===== config.mk =====
export PLATFORM = sky130hd
export DESIGN_NAME = fifo_control
export DESIGN_NICKNAME = d
export VERILOG_FILES = /design/src/rtl/fifo_control.sv
export SDC_FILE = /design/constraint.sdc
export NUM_CORES = 1
export LEC_CHECK = 0
export BUFFER_PORTS_ARGS = -buffer_cell sky130_fd_sc_hd__buf_4
export CAP_MARGIN = 15
export CORE_ASPECT_RATIO = 1.1
export CORE_MARGIN = 1.5
export CORE_UTILIZATION = 30
export CTS_BUF_LIST = sky130_fd_sc_hd__clkbuf_8
export DETAILED_ROUTE_END_ITERATION = 10
export PLACE_DENSITY = 0.61
export SYNTH_ARGS = -nofsm -noshare
export SYNTH_HDL_FRONTEND = slang
export SYNTH_SLANG_ARGS = --single-unit

===== constraint.sdc =====
create_clock -name clk -period 4.15 [get_ports clk]
set_clock_uncertainty 0.2 [all_clocks]
set_input_delay 0.2075 -clock clk [delete_from_list [all_inputs] [get_ports clk]]
set_output_delay 0.2075 -clock clk [all_outputs]
set_load 0.1 [all_outputs]

===== src/rtl/fifo_control.sv =====
// Pointer, occupancy and status-flag controller for a 2^ADDR_WIDTH-deep FIFO memory.
// Memory strobes are combinational from registered state; everything else is registered.
module fifo_control #(
    parameter int unsigned DATA_WIDTH = 12,
    parameter int unsigned ADDR_WIDTH = 8
) (
    input  logic                  clk,
    input  logic                  reset_L,
    input  logic                  push,
    input  logic                  pop,
    input  logic [ADDR_WIDTH:0]   umbral_alto,
    input  logic [ADDR_WIDTH:0]   umbral_bajo,
    output logic                  write_enable,
    output logic                  read_enable,
    output logic [ADDR_WIDTH-1:0] wr_ptr,
    output logic [ADDR_WIDTH-1:0] rd_ptr,
    output logic [ADDR_WIDTH:0]   fifo_count,
    output logic                  fifo_empty,
    output logic                  fifo_full,
    output logic                  almost_empty,
    output logic                  almost_full,
    output logic                  data_valid,
    output logic                  error
);

    localparam int unsigned CNT_W = ADDR_WIDTH + 1;
    localparam logic [CNT_W-1:0] DEPTH = CNT_W'(2 ** ADDR_WIDTH);

    // DATA_WIDTH only describes the attached memory; reject nonsense values at elaboration.
    if (DATA_WIDTH < 1) begin : g_bad_data_width
        $error("fifo_control: DATA_WIDTH must be at least 1");
    end

    // Flags decode the registered count only, so push/pop never reach them combinationally.
    assign fifo_empty   = (fifo_count == '0);
    assign fifo_full    = (fifo_count == DEPTH);
    assign almost_empty = (fifo_count <= umbral_bajo);
    assign almost_full  = (fifo_count >= umbral_alto);

    assign write_enable = push & ~fifo_full & reset_L;
    assign read_enable  = pop & ~fifo_empty & reset_L;

    always_ff @(posedge clk) begin
        if (!reset_L) begin
            wr_ptr     <= '0;
            rd_ptr     <= '0;
            fifo_count <= '0;
            data_valid <= 1'b0;
            error      <= 1'b0;
        end else begin
            if (write_enable) begin
                wr_ptr <= wr_ptr + ADDR_WIDTH'(1);
            end
            if (read_enable) begin
                rd_ptr <= rd_ptr + ADDR_WIDTH'(1);
            end
            case ({write_enable, read_enable})
                2'b10:   fifo_count <= fifo_count + CNT_W'(1);
                2'b01:   fifo_count <= fifo_count - CNT_W'(1);
                default: fifo_count <= fifo_count;
            endcase
            // Dropped requests latch the sticky error until the next reset.
            error      <= error | (push & fifo_full) | (pop & fifo_empty);
            data_valid <= read_enable;
        end
    end

endmodule


# [Word level (Yosys, flattened, before mapping)]
# Cells that the tools add are included.
[word_totals] register_bits=27 latchBits=0 ram_bits=0 romBits=0 out_inout_bits=33 wordCells=27 n_memories=0
[op_classes] n_addsub=4 n_mul=0 n_div=0 order_cmp=2 eq_ne=3 shift=0 mux=1 bitwise_logic=10 reduce_logical=2
[ops] operator="9-bit case mux with 2 select lines" count=1
[ops] operator="8-bit by 1-bit adder with 8-bit output, second input constant" count=2
[ops] operator="9-bit by 1-bit adder with 9-bit output, second input constant" count=1
[ops] operator="9-bit equality test, second input constant" count=1
[ops] operator="9-bit >= comparator" count=1
[ops] operator="9-bit <= comparator" count=1
[ops] operator="9-bit zero test" count=1
[ops] operator="9-bit by 1-bit subtractor with 9-bit output, second input constant" count=1
[ops] operator="1-bit bitwise AND" count=6
[ops] operator="2-bit by 1-bit equality test with 1-bit output, second input constant" count=1
[ops] operator="2-bit equality test, second input constant" count=1
[ops] operator="1-bit NOT" count=2
[ops] operator="1-bit bitwise OR" count=2
[ops] operator="2-bit nonzero test" count=1

# [Longest topological paths before layout]
[logic_depth] depth_word=6 depth_mapped=10 mapped_depth_nobuf=10

# [Worst setup path before layout]
# No wires, ideal clock.
[synth_path] kind="register to register" start="register fifo_count[8]" end="register fifo_count[8]" setup_ns=0.118 arrival_time_ns=4.220 t_required_ns=3.832 setup_slack_ns=-0.389 stages_incl_launch_ff=11 cell_sequence="dfxtp_1 clkbuf_1 o31a_1 and2_1 ha_1 ha_1 a21o_1 a31o_2 o21ai_0 or3b_1 mux2i_1"
[synth_between] elab_chain_cells=6 elab_cells_between_ends=14 classes_between="add/sub: 2; eq/ne: 3; mux: 1; bitwise: 6; reduce/logical: 2"
[synth_lines] element="start, declared" line_no="17" rtl="output logic [ADDR_WIDTH:0] fifo_count,"
[synth_lines] element="start signal, assigned" line_no="58" rtl="2'b10: fifo_count <= fifo_count + CNT_W'(1);"
[synth_lines] element="start signal, assigned" line_no="59" rtl="2'b01: fifo_count <= fifo_count - CNT_W'(1);"
[synth_lines] element="start signal, assigned" line_no="60" rtl="default: fifo_count <= fifo_count;"
[synth_lines] element="9-bit zero test (*)" line_no="35" rtl="assign fifo_empty = (fifo_count == '0);"
[synth_lines] element="1-bit NOT (*)" line_no="41" rtl="assign read_enable = pop & ~fifo_empty & reset_L;"
[synth_lines] element="1-bit bitwise AND (*) (2 in series)" line_no="41"
[synth_lines] element="named net read_enable" line_no="14" rtl="output logic read_enable,"
[synth_lines] element="2-bit by 1-bit equality test with 1-bit output or 2-bit equality test (tied branches)" line_no="57" rtl="case ({write_enable, read_enable})"
[synth_lines] element="9-bit case mux with 2 select lines or 2-bit nonzero test (tied branches)"
# Mark *: on every way through the listed nets, which the timed path passes. The rest lies on a longest branch.
# A chain may end at the register's enable or synchronous reset.

# [Final worst setup path]
[layout_path] start="register fifo_count[4]" end="register fifo_count[8]"
[layout_between] elab_chain_cells=6 elab_cells_between_ends=14 classes_between="add/sub: 2; eq/ne: 3; mux: 1; bitwise: 6; reduce/logical: 2"
[layout_lines] element="9-bit equality test or 9-bit zero test (tied branches)" line_no="36, 35"
[layout_lines] element="1-bit NOT, on equally long branches" line_no="40, 41"
[layout_lines] element="1-bit bitwise AND, on equally long branches (2 in series)" line_no="40, 41"
[layout_lines] element="2-bit by 1-bit equality test with 1-bit output or 2-bit equality test (tied branches)" line_no="57"
[layout_lines] element="9-bit case mux with 2 select lines or 2-bit nonzero test (tied branches)"
# Several ways; a longest one is shown, not always the timed one.

==> run summary <==
Residual DRC: 0
first-pass GRT wire length: 7.63 mm
CTS max path bufs: 2
Via Count: 1703
area leader, netlist: dfxtp_1
Die ar.: 0.00698 mm²
Critical Path Most Common Cell: ha_1
worst setup margin: 0.460 ns
max cap viols: 0
leading cell type by number of instances after synthesis: ha_1
TritonCTS clock tree: yes
Mapped Area: 0.00195 mm²
crit-path max FO: 10
synthesized net count: 279
Slew HR: 64.8%
xor and xnor area share after synthesis: 8.10%
CP max-delay cell: or4_4
Switch Pwr: 0.000577 W
final WL: 4.47 mm
Storage cell area: 541 µm²
first-pass detailed-route iteration total: 4
Seq pwr share: 29.0%
CP Class: reg -> reg
Fillers: 650
Multi-input gate area: 0.00131 mm²
Crit path largest cell delay: 0.58 ns
H-tree levels: 1
initial antenna violation count: 0
WP data required: 4.13 ns
total design power: 0.00112 W
Initial DRC Count: 57
Synth Area in Compound Gates: 14.5%
mux contribution to synthesized area: 2.06%
# nets final: 334
clock-pin slew on the worst setup and hold paths: 0.10 ns
CP Cell Sequence: or4_4 -> o31a_1 -> and2_2 -> ha_1 -> ha_1 -> a21o_1 -> a31o_2 -> o21ai_0 -> or3b_1 -> mux2i_1
Worst Setup End Kind: flip-flop
GRT overflow: 0
vias in the first global route: 1654
worst vdd rail ir drop: 0.327 mV
unrepaired setup endpoints after global routing: no
top-area cell type share of the netlist area: 27.8%
endpoints failing setup: 0
logic gate share of total power: 56.6%
post-layout util: 40.0%
# diodes: 0
layout cell share with drive strength beyond 1: 23.4%
root buf cell: clkbuf_8
Routed WL per cell: 12.4 µm
Clock power frac: 14.3%
gpl congestion: 0.762
die width: 79.8 µm
Post-CTS Resized: 0
Post-synth ARST share: 0%
overall die height: 87.5 µm
clock sinks: 27
Period minus WS final: 3.69 ns
Max Fclk: 0.271 GHz
Final Hold Violating Endpoints: 0
Most used DFF post-synth: dfxtp_1
EDFF count, synth: 0
Worst-Skew Late Latency: 0.28 ns
WP data arrival: 3.67 ns
Post-DRT Antenna Nets: 0
Internal: 0.000541 W
Row Count: 30
Sw Share: 51.6%
Num CTS Buffers: 3
Area growth syn-to-layout: 28.0%
Pleak: 1.26 nW
synthesis-stage register bit count: 27
outcome: finished, final reports clean
hold_buf cts: 0
I/O Buffers: 54
Final Cycle Share: 88.9%
syn avg cell area: 8.53 µm²
pin count of the biggest net entering global routing: 34
Synth Instances: 228
Pwr per Cell Area: 449 mW/mm²
combinational family with the most area after synthesis: simple AND/OR/NAND/NOR gates
Starting Density: 31.2%
largest cells by area after synthesis: dfxtp_1, ha_1, and2_1
Synth top cells by count: ha_1, dfxtp_1, inv_1
Core Region: 0.00623 mm²
adder-cell share of the synthesized area: 19.0%
Netlist cell types: 35
min-delay worst type: in -> reg
total track usage: 13.6%
Post-CTS Setup Bufs: 0
# IOs: 55
via/cell ratio: 4.70
Simple-Gate Fraction of Synth Area: 23.5%
Slew @ Worst Pin: 0.523 ns
pre-CTS setup slack: 0.490 ns
Synth Warn #: 0
DP HPWL: 3.49 mm
Slew Limit Fails: 0
Critical Path Source Type: flip-flop
sequential-to-total area share from yosys stat: 27.8%
-- per-stage QoR --
stage | TNS (ns) | area, µm² | hold slack (ns) | cells
2_1_floorplan | -0.0440 | 1950 | 0.186 | 228
3_3_place_gp | 0 | 2440 | 0.257 | 358
3_5_place_dp | 0 | 2440 | 0.261 | 358
4_1_cts | 0 | 2490 | 0.0804 | 362
5_1_grt | 0 | 2490 | 0.112 | 362
6_report | 0 | 2490 | 0.0797 | 362
-- sequential cells by signal, summed over array words and instances (netlist names) --
name / cells
fifo_count: 9
rd_ptr: 8
wr_ptr: 8
data_valid: 1
error: 1
-- power by group through the flow --
stage | clock, W | combinational [W] | sequential, W
after floorplan | 0 | 0.000319 | 0.000507
after global placement | 0 | 0.000637 | 0.000329
after detailed placement | 0 | 0.000635 | 0.000332
after CTS | 0.000168 | 0.000639 | 0.000326
after global routing | 0.000174 | 0.000683 | 0.000334
final | 0.000160 | 0.000633 | 0.000325
-- cell families after synthesis --
family,count (synthesis)
muxes,4
DFF,27
and+or+nand+nor,82
adders and majority gates,29
AOI/OAI and AO/OA,42
xor gates and xnor gates,18
buffers and inverters,26
-- path summary, 6_finish.rpt --
check | slack, ns | cells past startpoint | startpoint | end
worst max-delay path | 0.46 | 10 | fifo_count[4] | fifo_count[8]
worst min-delay path | 0.08 | 4 | push | error
worst max register to register | 0.46 | 10 | fifo_count[4] | fifo_count[8]
worst min register to register | 0.28 | 1 | error | error
-- layer usage --
| metal | GRT usage (%) | vias up | share of wire (%) |
|---|---|---|---|
| li1 | - | 901 | - |
| met1 | 16.7 | 760 | 46 |
| met2 | 23.7 | 35 | 48 |
| met3 | 2.41 | 7 | 4.4 |
| met4 | 4.86 | 0 | 1.6 |
| met5 | 0 | - | 0 |
-- critical path: cells and delay by family, from the launching register on --
family,cells,cell delay [ns]
mux,1,0.12
compound gates,4,0.95
simple gates,3,1.18
flops,1,0.40
fa+ha+maj,2,0.73
-- final cells by class --
cell class | instances | area share, %
flip-flops and latches | 27 | 21.7
well taps | 80 | 4.02
repair buffers | 55 | 16.6
multi-input cells | 175 | 52.6
inverters | 21 | 3.17
clock inverters | 1 | 0.302
clock buffers | 3 | 1.66
-- cell usage in the layout (no fill, tap or decap), types with 2 or more instances in the layout --
| cell | netlist | layout |
|---|---|---|
| nand3_1 | 7 | 7 |
| dfxtp_1 | 27 | 27 |
| xnor2_1 | 11 | 11 |
| clkbuf_8 | 0 | 3 |
| and2_1 | 17 | 16 |
| nand4_1 | 10 | 10 |
| xor2_1 | 7 | 7 |
| inv_1 | 21 | 21 |
| o21a_1 | 4 | 4 |
| a21boi_1 | 2 | 2 |
| o211ai_1 | 2 | 2 |
| nor4_1 | 2 | 2 |
| nor2b_1 | 6 | 6 |
| or3_1 | 2 | 2 |
| mux2i_1 | 4 | 4 |
| a21o_1 | 5 | 5 |
| nor2_1 | 4 | 4 |
| buf_4 | 0 | 55 |
| nor3_1 | 4 | 4 |
| ha_1 | 28 | 28 |
| nand2b_1 | 4 | 4 |
| o21ai_0 | 11 | 10 |
| a21oi_1 | 11 | 11 |
| or4_4 | 2 | 2 |
| nand2_1 | 18 | 18 |
| and3_1 | 4 | 4 |
(Power assumes the default switching activity.)
